$ cat src/rtl/if_stage.sv
// Instruction-fetch stage: owns the PC, drives instruction memory and loads IF/ID.
// Optional IF_PERF_EN adds fetched/squashed event counters.
module if_stage #(
  parameter int unsigned PC_W             = 8,
  parameter int unsigned INST_W           = 32,
  parameter int unsigned REDIRECT_BUBBLES = 1
) (
  input  logic              clk,
  input  logic              reset,
  output logic [PC_W-1:0]   imem_addr,
  input  logic [INST_W-1:0] imem_rdata,
  input  logic              stall,
  input  logic              redirect_valid,
  input  logic [PC_W-1:0]   redirect_pc,
  output logic [INST_W-1:0] if_id_inst,
  output logic [PC_W-1:0]   if_id_pc,
  output logic              if_id_valid,
`ifdef IF_PERF_EN
  output logic [31:0]       perf_fetched,
  output logic [31:0]       perf_squashed,
`endif
  output logic              flush_id
);

  typedef enum logic [1:0] {RUN, HOLD, SQUASH} state_t;

  localparam logic [2:0] BUBBLES = 3'(REDIRECT_BUBBLES);

  state_t            state_q, state_d;
  logic [2:0]        cnt_q, cnt_d;
  logic [PC_W-1:0]   pc_q, pc_d;
  logic [INST_W-1:0] inst_q, inst_d;
  logic [PC_W-1:0]   ipc_q, ipc_d;
  logic              valid_q, valid_d;
  logic              fetch, bubble;

`ifdef IF_PERF_EN
  logic [31:0] fetched_q, fetched_d;
  logic [31:0] squashed_q, squashed_d;
`endif

  always_ff @(posedge clk or posedge reset) begin
    if (reset) begin
      state_q    <= RUN;
      cnt_q      <= '0;
      pc_q       <= '0;
      inst_q     <= '0;
      ipc_q      <= '0;
      valid_q    <= 1'b0;
`ifdef IF_PERF_EN
      fetched_q  <= '0;
      squashed_q <= '0;
`endif
    end else begin
      state_q    <= state_d;
      cnt_q      <= cnt_d;
      pc_q       <= pc_d;
      inst_q     <= inst_d;
      ipc_q      <= ipc_d;
      valid_q    <= valid_d;
`ifdef IF_PERF_EN
      fetched_q  <= fetched_d;
      squashed_q <= squashed_d;
`endif
    end
  end

  // Redirect overrides everything, including a squash already in progress.
  always_comb begin
    state_d = state_q;
    cnt_d   = cnt_q;
    if (redirect_valid) begin
      if (BUBBLES == 3'd0) begin
        state_d = RUN;
        cnt_d   = '0;
      end else begin
        state_d = SQUASH;
        cnt_d   = BUBBLES;
      end
    end else begin
      unique case (state_q)
        RUN:  if (stall)  state_d = HOLD;
        HOLD: if (!stall) state_d = RUN;
        SQUASH: begin
          cnt_d = cnt_q - 3'd1;
          if (cnt_q == 3'd1) state_d = RUN;
        end
        default: state_d = RUN;
      endcase
    end
  end

  always_comb begin
    bubble  = redirect_valid || (state_q == SQUASH);
    fetch   = !bubble && !stall;
    pc_d    = pc_q;
    inst_d  = inst_q;
    ipc_d   = ipc_q;
    valid_d = valid_q;
    if (bubble) begin
      inst_d  = '0;
      ipc_d   = '0;
      valid_d = 1'b0;
      if (redirect_valid) pc_d = redirect_pc;
    end else if (fetch) begin
      inst_d  = imem_rdata;
      ipc_d   = pc_q;
      valid_d = 1'b1;
      pc_d    = pc_q + PC_W'(1);
    end
`ifdef IF_PERF_EN
    fetched_d  = fetched_q + (fetch ? 32'd1 : 32'd0);
    squashed_d = squashed_q + (bubble ? 32'd1 : 32'd0);
`endif
  end

  assign imem_addr   = pc_q;
  assign if_id_inst  = inst_q;
  assign if_id_pc    = ipc_q;
  assign if_id_valid = valid_q;
  assign flush_id    = redirect_valid;
`ifdef IF_PERF_EN
  assign perf_fetched  = fetched_q;
  assign perf_squashed = squashed_q;
`endif

endmodule

$ cat config.mk
export PLATFORM = sky130hd
export DESIGN_NAME = if_stage
export DESIGN_NICKNAME = d
export VERILOG_FILES = /design/src/rtl/if_stage.sv
export SDC_FILE = /design/constraint.sdc
export NUM_CORES = 1
export LEC_CHECK = 0
export ABC_AREA = 1
export BUFFER_PORTS_ARGS = -buffer_cell sky130_fd_sc_hd__buf_2
export CELL_PAD_IN_SITES_DETAIL_PLACEMENT = 1
export CELL_PAD_IN_SITES_GLOBAL_PLACEMENT = 2
export CORE_MARGIN = 3
export CORE_UTILIZATION = 27
export CTS_CLUSTER_DIAMETER = 80
export DETAILED_ROUTE_END_ITERATION = 12
export PLACE_DENSITY = 0.87
export SLEW_MARGIN = 20
export SYNTH_ARGS = -nofsm -noshare
export SYNTH_HDL_FRONTEND = slang
export SYNTH_SLANG_ARGS = --single-unit
$ cat constraint.sdc
create_clock -name clk -period 3 [get_ports clk]
set_clock_uncertainty 0.15 [all_clocks]
set_input_delay 0.15 -clock clk [delete_from_list [all_inputs] [get_ports clk]]
set_output_delay 0.15 -clock clk [all_outputs]
set_load 0.005 [all_outputs]
==> metrics.txt, run 1 <==
synthesis-stage register bit count=54; H-Tree Depth=2; post-synthesis cell count=287; Sw Share=37.1%; Root Driver=clkbuf_8; final count of negative-setup-slack endpoints=0; Skew-Pair Late Insertion Delay=300 ps; Sequential Area=0.00135 mm^2; fin crit period=1920 ps; Pre-Repair DR Iteration Count=4; status=finished, final reports clean; Nets=453; vias in the first global route=2520; Worst-Margin Slew=885 ps; Ys Warns=0; clock share of power=19.4%; area of the multi-input gates=927 um^2; Worst Path Required=3090 ps; n_diodes=0; Arrival @ worst endpoint=2020 ps; area of the core=0.00876 mm^2; Starting Density=27.9%; DR DRC count=0; Syn Nets=334; Detailed Place HPWL=4.79 mm; PortBufs=93; met3 wire length=411 um; sequential area share after synthesis=55.2%; kind of critical path=flop to flop; gpl congestion=0.742; Iter 0 DRT Violations=58; Setup crit start kind=flop; final worst-path cycle share=64.2%; Max-Cap Viols=0; Die Y-Extent=101 um; fillcell total=1064; met2 wire length=3.65 mm; Internal=0.00128 W; Netlist cell types=20; CTS Buffer Depth=2; Post-Route M1 WL=3.32 mm; TritonCTS clock tree=yes; Sum Neg Setup Slack=0 ps; Die Wd=101 um; unrepaired setup endpoints after global routing=no; CTS Buf Count=5; Avg WL per Cell=14.6 um; Final Util=38.8%; die outline area=0.0102 mm^2; Routed Antenna Nets=0; Sink Count=54; Synth Cell Area=0.00245 mm^2; Comb power frac=32.8%; overall global routing resource usage=14.9%; Vias/cell=4.72; Max Clock Freq=0.520 GHz; final hold viol count=0; Area growth syn-to-layout=39.0%; Seq pwr share=47.8%; Mapped Avg Cell Area=8.52 um^2; share of layout cells above drive strength 1=26.8%; Rows=34; Switch Pwr=0.000756 W; largest net degree at the start of global routing=55; Hold Crit Class=input port to flop; gr ovfl total=0; Setup crit end kind=flop; leak pwr=1.88 nW; global-route wire length before repair=12.3 mm; top sig layer=met4; routed vias=2426; Rel. slew slack=40.9%; initial antenna violation count=0; Power Dens Cells=600 mW/mm^2; Slew Limit Fails=0; WL final=7.49 mm; worst-path fanout max=54; clock transition at the registers of the reported paths=100 ps; worst vdd ir=242 uV; I/O pin count=94
per-stage QoR:
| stage | total power, W | instance area (um^2) | hold slack, ps | setup slack, ps | cells |
|---|---|---|---|---|---|
| global placement | 0.00161 | 2990 | 230 | 1150 | 474 |
| CTS | 0.00206 | 3400 | 1.47 | 1090 | 514 |
| global route | 0.00222 | 3400 | 26.2 | 918 | 514 |
| detailed placement | 0.00163 | 2990 | 239 | 1110 | 474 |
| floorplan | 0.00138 | 2450 | 70.8 | 1390 | 287 |
| finish | 0.00204 | 3400 | 6.82 | 1080 | 514 |
cells in the final DEF, fill, tap and decap left out, types with 2 or more instances in the layout:
cell,netlist,final
inv_2,2,3
a21oi_4,1,2
nand3_1,81,81
ha_1,3,3
inv_1,16,15
nor2_1,19,19
o21ai_0,8,8
clkbuf_8,0,5
buf_2,5,93
dfrtp_1,54,54
buf_4,5,3
dlygate4sd3_1,0,33
nand2_1,67,67
o21ai_1,13,13
registers in the layout (all words and copies together) (netlist names):
name,count
if_id_inst,32
if_id_pc,8
imem_addr,8
cnt_q,3
state_q,2
if_id_valid,1
critical path: stages (launching register included):
cell	delay, ps
dfrtp_1	430
a21oi_4	710
buf_12	310
nand3_1	120
nand2_1	110
path summary, 6_finish.rpt:
kind	slack, ps	end	cells after the start	startpoint
max	1080	if_id_inst[14]$_DFFE_PP0P_	4	state_q[1]$_DFFE_PP0P_
min	7	imem_addr[7]$_DFFE_PP0P_	5	redirect_pc[7]
max reg2reg	1080	if_id_inst[14]$_DFFE_PP0P_	4	state_q[1]$_DFFE_PP0P_
min reg2reg	330	cnt_q[2]$_DFFE_PP0N_	1	cnt_q[2]$_DFFE_PP0N_
max in group asynchronous	1590	if_id_valid$_DFFE_PP0P_	4	reset
min in group asynchronous	450	if_id_inst[2]$_DFFE_PP0P_	3	reset
area by class of cell:
| cell class | count | share of cell area, % |
|---|---|---|
| Clock buffer | 6 | 2.13 |
| Clock inverter | 1 | 0.221 |
| Inverter | 18 | 1.99 |
| Multi-Input combinational cell | 197 | 27.3 |
| Sequential cell | 54 | 39.7 |
| Tap cell | 108 | 3.97 |
| Timing Repair Buffer | 130 | 24.7 |
repair_timing:
| item | in CTS | in global routing |
|---|---|---|
| hold buffers | 33 | 0 |
| buffers inserted | 0 | 0 |
| gates resized for setup | 0 | 0 |
| endpoints found under the hold margin | 72 | 0 |
synthesized netlist by cell type, drive strengths merged:
| cell type | instances | area [um^2] |
|---|---|---|
| a21oi | 3 | 30.0 |
| nor2 | 19 | 71.3 |
| nand3 | 81 | 405 |
| inv | 18 | 67.6 |
| nor3 | 1 | 5.00 |
| ha | 3 | 37.5 |
| buf | 15 | 96.3 |
| clkbuf | 3 | 11.3 |
| nand2 | 68 | 258 |
| o31ai | 1 | 7.51 |
| o21ai | 21 | 105 |
| dfrtp | 54 | 1350 |
power groups by stage:
stage          logic (W)  registers, W  clock network, W
4_1_cts         0.000678      0.000974          0.000413
3_3_place_gp    0.000623      0.000983                 0
2_1_floorplan   0.000406      0.000973                 0
6_report        0.000669      0.000974          0.000395
3_5_place_dp    0.000639      0.000988                 0
5_1_grt         0.000782      0.000996          0.000441
metal layers:
layer | GRT usage, % | up-vias
met3 | 2.41 | 9
met5 | 0 | -
met1 | 19.5 | 1165
met2 | 25.8 | 74
li1 | - | 1178
met4 | 3.68 | 0
kinds of logic after synthesis:
group                      synth area share, %
AOI/OAI and AO/OA                         5.83
adders and majority gates                 1.53
and+or+nand+nor                           30.2
DFF                                       55.2
buffers and inverters                     7.16
Note: power is estimated with default switching activity, not from simulation.
==> run 2: changes to the inputs <==
==> constraint.sdc (replaced) <==
create_clock -name clk -period 2 [get_ports clk]
set_clock_uncertainty 0.15 [all_clocks]
set_input_delay 0.1 -clock clk [delete_from_list [all_inputs] [get_ports clk]]
set_output_delay 0.1 -clock clk [all_outputs]
set_load 0.005 [all_outputs]
==> run 2 against run 1 <==
Against the previous run: cell area rose by 4.3%; sequential cell count did not move; utilization rose by 1.7 points; clock power rose by 86%; hold slack improved by 74 ps; via count rose by 0.29%; critical endpoint is now imem_addr[7]$_DFFE_PP0P_; largest power group unchanged.
==> metrics.txt, run 2 (synthesized netlist as in run 1, its figures left out) <==
Setup crit start kind=input port (was flop); CP max stage cell=dlygate4sd3_1 (was a21oi_4); Skew-Pair Late Insertion Delay=300 ps (about the same); unrepaired setup endpoints after global routing=no (unchanged); CTS Buf Count=5 (unchanged); max reg flops=32 (unchanged); leak pwr=1.94 nW (was 1.88 nW); I/O pin count=94 (unchanged); share of layout cells above drive strength 1=26.8% (about the same); status=finished, final reports clean (unchanged); Slew Limit Fails=0 (unchanged); crit path cell chain=dlygate4sd3_1 -> buf_2 -> a21oi_4 -> buf_4 -> nor2_1 -> nor2_1 -> nand2_1 -> nand2_1 (was a21oi_4 -> buf_12 -> nand3_1 -> nand2_1); overall global routing resource usage=14.8% (was 14.9%); Area growth syn-to-layout=45.0% (was 39.0%); Die Wd=101 um (unchanged); Vias/cell=4.63 (was 4.72); largest net degree at the start of global routing=56 (was 55); Rows=34 (unchanged); Max-Cap Viols=0 (unchanged); Detailed Place HPWL=5.04 mm (was 4.79 mm); Post-CTS Setup Repair Bufs=0 (unchanged); routed vias=2433 (was 2426); Die Y-Extent=101 um (unchanged); Setup crit end kind=flop (unchanged); fin crit period=1580 ps; Tot Pwr=0.00323 W (was 0.00204 W); die outline area=0.0102 mm^2 (unchanged); most frequent cells in the layout=93 x buf_2, 81 x nand3_1, 67 x nand2_1 (unchanged); Arrival @ worst endpoint=1680 ps (was 2020 ps); Worst-Margin Slew=586 ps (was 885 ps); H-Tree Depth=2 (unchanged); gr ovfl total=0 (unchanged); DR DRC count=0 (unchanged); Starting Density=27.9% (unchanged); CTS Buffer Depth=2 (unchanged); Nets=464 (was 453); kind of critical path=input port to flop (was flop to flop); global-route wire length before repair=12.3 mm (about the same); Buf/Inv on CP=3 (was 1); Root Driver=clkbuf_8 (unchanged); clock transition at the registers of the reported paths=100 ps (about the same); Power Dens Cells=911 mW/mm^2 (was 600 mW/mm^2); Iter 0 DRT Violations=61 (was 58); Avg WL per Cell=14.0 um (was 14.6 um); Pre-Repair DR Iteration Count=4 (unchanged); area of the core=0.00876 mm^2 (unchanged); gpl congestion=0.761 (was 0.742); Hold Crit Class=input port to flop (unchanged); worst-path fanout max=16 (was 54); TritonCTS clock tree=yes (unchanged); CP peak stage delay=530 ps (was 710 ps); Max Clock Freq=0.633 GHz; final count of negative-setup-slack endpoints=0 (unchanged); commonest non-fill, non-tap cell in the layout=buf_2 (unchanged); Sum Neg Setup Slack=0 ps (unchanged); Routed Antenna Nets=0 (unchanged); initial antenna violation count=0 (unchanged); WL final=7.38 mm (was 7.49 mm); crit-path leading delay family=buffers and inverters (was compound AO/OA/AOI/OAI gates); Sink Count=54 (unchanged); Rel. slew slack=60.9% (was 40.9%); final worst-path cycle share=79.0%; final hold viol count=0 (unchanged); vias in the first global route=2528 (was 2520); worst vdd ir=486 uV (was 242 uV); PortBufs=93 (unchanged); Worst Path Required=2100 ps (was 3090 ps); n_diodes=0 (unchanged)
==> run 2: cell type report <==
type | instances | area [um^2]
clock inverter | 2 | 37.5
sequential | 54 | 1350
timing repair buffer | 141 | 956
tap | 108 | 135
multi-input combinational | 197 | 927
inverter | 18 | 67.6
fill | 1047 | 5220
clock buffer | 6 | 72.6
==> run 2: worst paths after layout <==
kind,start,to,slack [ps],cells after the start
setup / recovery,redirect_valid,imem_addr[7]$_DFFE_PP0P_,420,8
hold / removal,stall,imem_addr[5]$_DFFE_PP0P_,80,5
setup reg to reg,state_q[1]$_DFFE_PP0P_,imem_addr[7]$_DFFE_PP0P_,460,6
hold reg to reg,cnt_q[2]$_DFFE_PP0N_,cnt_q[2]$_DFFE_PP0N_,320,1
max in group asynchronous,reset,if_id_inst[28]$_DFFE_PP0P_,870,4
min in group asynchronous,reset,if_id_pc[3]$_DFFE_PP0P_,260,3
==> run 2: power by group <==
group / leakage [nW] / switching, W / internal (W)
Combinational: 1.17 / 0.000616 / 0.000422
Clock: 0.0514 / 0.000360 / 0.000374
Sequential: 0.721 / 0.000173 / 0.00129
==> run 2: per-stage QoR <==
stage               hold WS (ps)  worst slack (ps)  instance area, um^2  util, %  instances
detailed placement          61.7               474                 3020     34.4        476
global placement            50.5               531                 3020     34.4        476
finish                      80.8               420                 3550     40.5        526
floorplan                   20.8               435                 2450        -        287
CTS                         71.3               418                 3550     40.5        526
global route                 104               257                 3550     40.5        526
==> run 2: worst register-to-register path: stages (launching register included) <==
cell	delay, ps
dfrtp_1	440
a21oi_4	360
buf_4	280
nor2_1	60
nor2_1	80
nand2_1	60
nand2_1	60
==> run 2: metal layers <==
layer	wire length, um	vias to the layer above	GRT usage [%]
met5	0	-	0
li1	-	1198	-
met2	3550	65	26.0
met1	3340	1164	19.1
met3	427	6	2.75
met4	58	0	3.07
==> run 2: repair_timing <==
action	4_1_cts	5_1_grt
endpoints found under the hold margin	67	0
hold buffers	42	0
gates resized for setup	0	0
==> run 3: changes to the inputs <==
--- a/config.mk
+++ b/config.mk
@@ -10,10 +10,10 @@
 export CELL_PAD_IN_SITES_DETAIL_PLACEMENT = 1
 export CELL_PAD_IN_SITES_GLOBAL_PLACEMENT = 2
 export CORE_MARGIN = 3
-export CORE_UTILIZATION = 27
+export CORE_UTILIZATION = 24
 export CTS_CLUSTER_DIAMETER = 80
 export DETAILED_ROUTE_END_ITERATION = 12
-export PLACE_DENSITY = 0.87
+export PLACE_DENSITY = 0.82
 export SLEW_MARGIN = 20
 export SYNTH_ARGS = -nofsm -noshare
 export SYNTH_HDL_FRONTEND = slang
==> constraint.sdc (replaced) <==
create_clock -name clk -period 1.4 [get_ports clk]
set_clock_uncertainty 0.15 [all_clocks]
set_input_delay 0.07 -clock clk [delete_from_list [all_inputs] [get_ports clk]]
set_output_delay 0.07 -clock clk [all_outputs]
set_load 0.005 [all_outputs]
==> run 3 against run 2 <==
Against the previous run: the run now ends with negative setup slack left; sequential power grew 44%; register-to-register slack worse by 510 ps; global-route usage decreased by 0.95 points; sequential cell count unchanged; combinational power grew 110%; power is 64% higher; non-clock buffer count grew 22; sequential share of layout area shrank 4.4 points; utilization increased by 0.41 points; first-iteration DRC count grew 51%; largest cell class unchanged; highest routed layer unchanged.
==> metrics.txt, run 3 (synthesized netlist as in run 1, its figures left out) <==
Final Util=40.9% (was 40.5%); Sink Count=54 (unchanged); TritonCTS clock tree=yes (unchanged); Routed Antenna Nets=0 (unchanged); Rows=36 (was 34); fin crit period=1450 ps; min-delay src=redirect_valid (was stall); DR DRC count=0 (unchanged); Internal=0.00340 W (was 0.00208 W); Hold Crit Endpoint=cnt_q[0]$_DFFE_PP0N_ (was imem_addr[5]$_DFFE_PP0P_); Max-Cap Viols=0 (unchanged); area of the core=0.00982 mm^2 (was 0.00876 mm^2); n_diodes=0 (unchanged); H-Tree Depth=2 (unchanged); final hold viol count=0 (unchanged); Avg WL per Cell=15.3 um (was 14.0 um); fin cells=573 (was 526); overall global routing resource usage=13.9% (was 14.8%); vias in the first global route=2526 (was 2528); Buf/Inv on CP=4 (was 3); Reg2Reg Capture Point=imem_addr[3]$_DFFE_PP0P_ (was imem_addr[7]$_DFFE_PP0P_); CTS Buffer Depth=2 (unchanged); worst-path fanout max=7 (was 16); Vias/cell=4.56 (was 4.63); crit path cell chain=inv_2 -> buf_6 -> a21oi_4 -> buf_4 -> clkbuf_16 -> nand3_1 -> nand2_1 -> o21ai_1 (was dlygate4sd3_1 -> buf_2 -> a21oi_4 -> buf_4 -> nor2_1 -> nor2_1 -> nand2_1 -> nand2_1); reg-to-reg critical path startpoint=state_q[0]$_DFFE_PP0P_ (was state_q[1]$_DFFE_PP0P_); Sw Share=35.7% (was 35.5%); post-route cell area=0.00402 mm^2 (was 0.00355 mm^2); worst vdd ir=533 uV (was 486 uV); placed standard-cell area=0.00313 mm^2 (was 0.00302 mm^2); Starting Density=24.9% (was 27.9%); largest net degree at the start of global routing=55 (was 56); Max Clock Freq=0.689 GHz; Worst Path Required=1460 ps (was 2100 ps); Tot Pwr=0.00529 W (was 0.00323 W); failing checks=negative setup slack; Iter 0 DRT Violations=92 (was 61); Setup crit start kind=flop (was input port); Slew Limit Fails=0 (unchanged); share of layout cells above drive strength 1=37.5% (was 26.8%); Worst-Margin Slew=545 ps (was 586 ps); Skew-Pair Late Insertion Delay=310 ps (was 300 ps); commonest non-fill, non-tap cell in the layout=buf_2 (unchanged); Die Y-Extent=107 um (was 101 um); Switch Pwr=0.00189 W (was 0.00115 W); unrepaired setup endpoints after global routing=yes (was no); most frequent cells in the layout=93 x buf_2, 65 x nand3_1, 59 x nand2_1 (was 93 x buf_2, 81 x nand3_1, 67 x nand2_1); CP max stage cell=dfrtp_1 (was dlygate4sd3_1); final hold slack=2.20 ps (was 80.8 ps); Comb power frac=40.4% (was 32.1%); die outline area=0.0114 mm^2 (was 0.0102 mm^2); PortBufs=93 (unchanged); max reg flops=32 (unchanged); Hold Crit Class=input port to flop (unchanged); WL final=8.78 mm (was 7.38 mm); Power Dens Cells=1320 mW/mm^2 (was 911 mW/mm^2); final worst-path cycle share=104%; kind of critical path=flop to flop (was input port to flop); clock transition at the registers of the reported paths=110 ps (was 100 ps); Detailed Place HPWL=5.32 mm (was 5.04 mm); global-route wire length before repair=12.8 mm (was 12.3 mm); Die Wd=107 um (was 101 um); status=finished, violations left (was finished, final reports clean); Area growth syn-to-layout=64.1% (was 45.0%); clock share of power=19.9% (was 22.7%); routed vias=2611 (was 2433); Root Driver=clkbuf_8 (unchanged); gr ovfl total=0 (unchanged); Pre-Repair DR Iteration Count=4 (unchanged); Nets=486 (was 464); Seq pwr share=39.7% (was 45.2%); leak pwr=2.09 nW (was 1.94 nW); gpl congestion=0.699 (was 0.761); worst hold path cell count=3 (was 5); CTS Buf Count=5 (unchanged); flop2flop setup slack=-50 ps (was 460 ps); Arrival @ worst endpoint=1510 ps (was 1680 ps); CP peak stage delay=350 ps (was 530 ps); r2r worst-path depth=8 (was 6); crit-path leading delay family=buffers and inverters (unchanged); Rel. slew slack=63.7% (was 60.9%); I/O pin count=94 (unchanged); setup ws final=-50.9 ps (was 420 ps); initial antenna violation count=0 (unchanged); Setup crit end kind=flop (unchanged); final count of negative-setup-slack endpoints=35 (was 0); Placed Instances=510 (was 476)
run 3: worst max-delay path by stage:
stage / start / endpoint / slack [ps] / depth (start not counted)
finish: state_q[0]$_DFFE_PP0P_ / imem_addr[3]$_DFFE_PP0P_ / -50 / 8
global route: state_q[0]$_DFFE_PP0P_ / imem_addr[4]$_DFFE_PP0P_ / -130 / 9
CTS: state_q[0]$_DFFE_PP0P_ / imem_addr[4]$_DFFE_PP0P_ / -10 / 8
detailed placement: state_q[0]$_DFFE_PP0P_ / imem_addr[4]$_DFFE_PP0P_ / -2 / 7
global placement: state_q[0]$_DFFE_PP0P_ / imem_addr[3]$_DFFE_PP0P_ / 40 / 7
floorplan: imem_addr[0]$_DFFE_PP0P_ / imem_addr[4]$_DFFE_PP0P_ / 150 / 7
run 3: cell type report:
class	count	area [um^2]
clock buffers	6	72.6
clock inverters	2	37.5
fillers	1175	5800
inverters	18	71.3
multi-input cells	197	1070
flip-flops and latches	54	1350
well taps	133	166
repair buffers	163	1240
run 3: power by group through the flow:
stage	sequential, W	clock [W]	combinational [W]
6_report	0.00210	0.00105	0.00214
5_1_grt	0.00215	0.00115	0.00238
4_1_cts	0.00208	0.00109	0.00164
3_5_place_dp	0.00211	0	0.00154
3_3_place_gp	0.00210	0	0.00150
2_1_floorplan	0.00209	0	0.000870
run 3: per-stage QoR:
stage / TNS [ps] / worst slack, ps
global route: -4110 / -129
floorplan: 0 / 153
CTS: -22.6 / -14.7
detailed placement: -2.38 / -2.38
global placement: 0 / 38.7
finish: -708 / -50.9
run 3: worst min-delay path: stages:
cell     delay (ps)
buf_2           190
o21ai_0          90
o21ai_0          60
run 3: per-layer routing:
layer	wire length [um]	track usage, %	vias to the layer above
li1	-	-	1253
met1	3910	18.1	1277
met2	4380	23.1	73
met3	402	3.25	8
met4	84	3.56	0
met5	0	0	-
run 3: timing repair:
item,4_1_cts,5_1_grt
buffers inserted,0,6
hold buffers,42,0
pin swaps,0,9
endpoints found under the setup margin,2,49
endpoints found under the hold margin,96,0
gates resized for setup,0,40
gates cloned,0,7
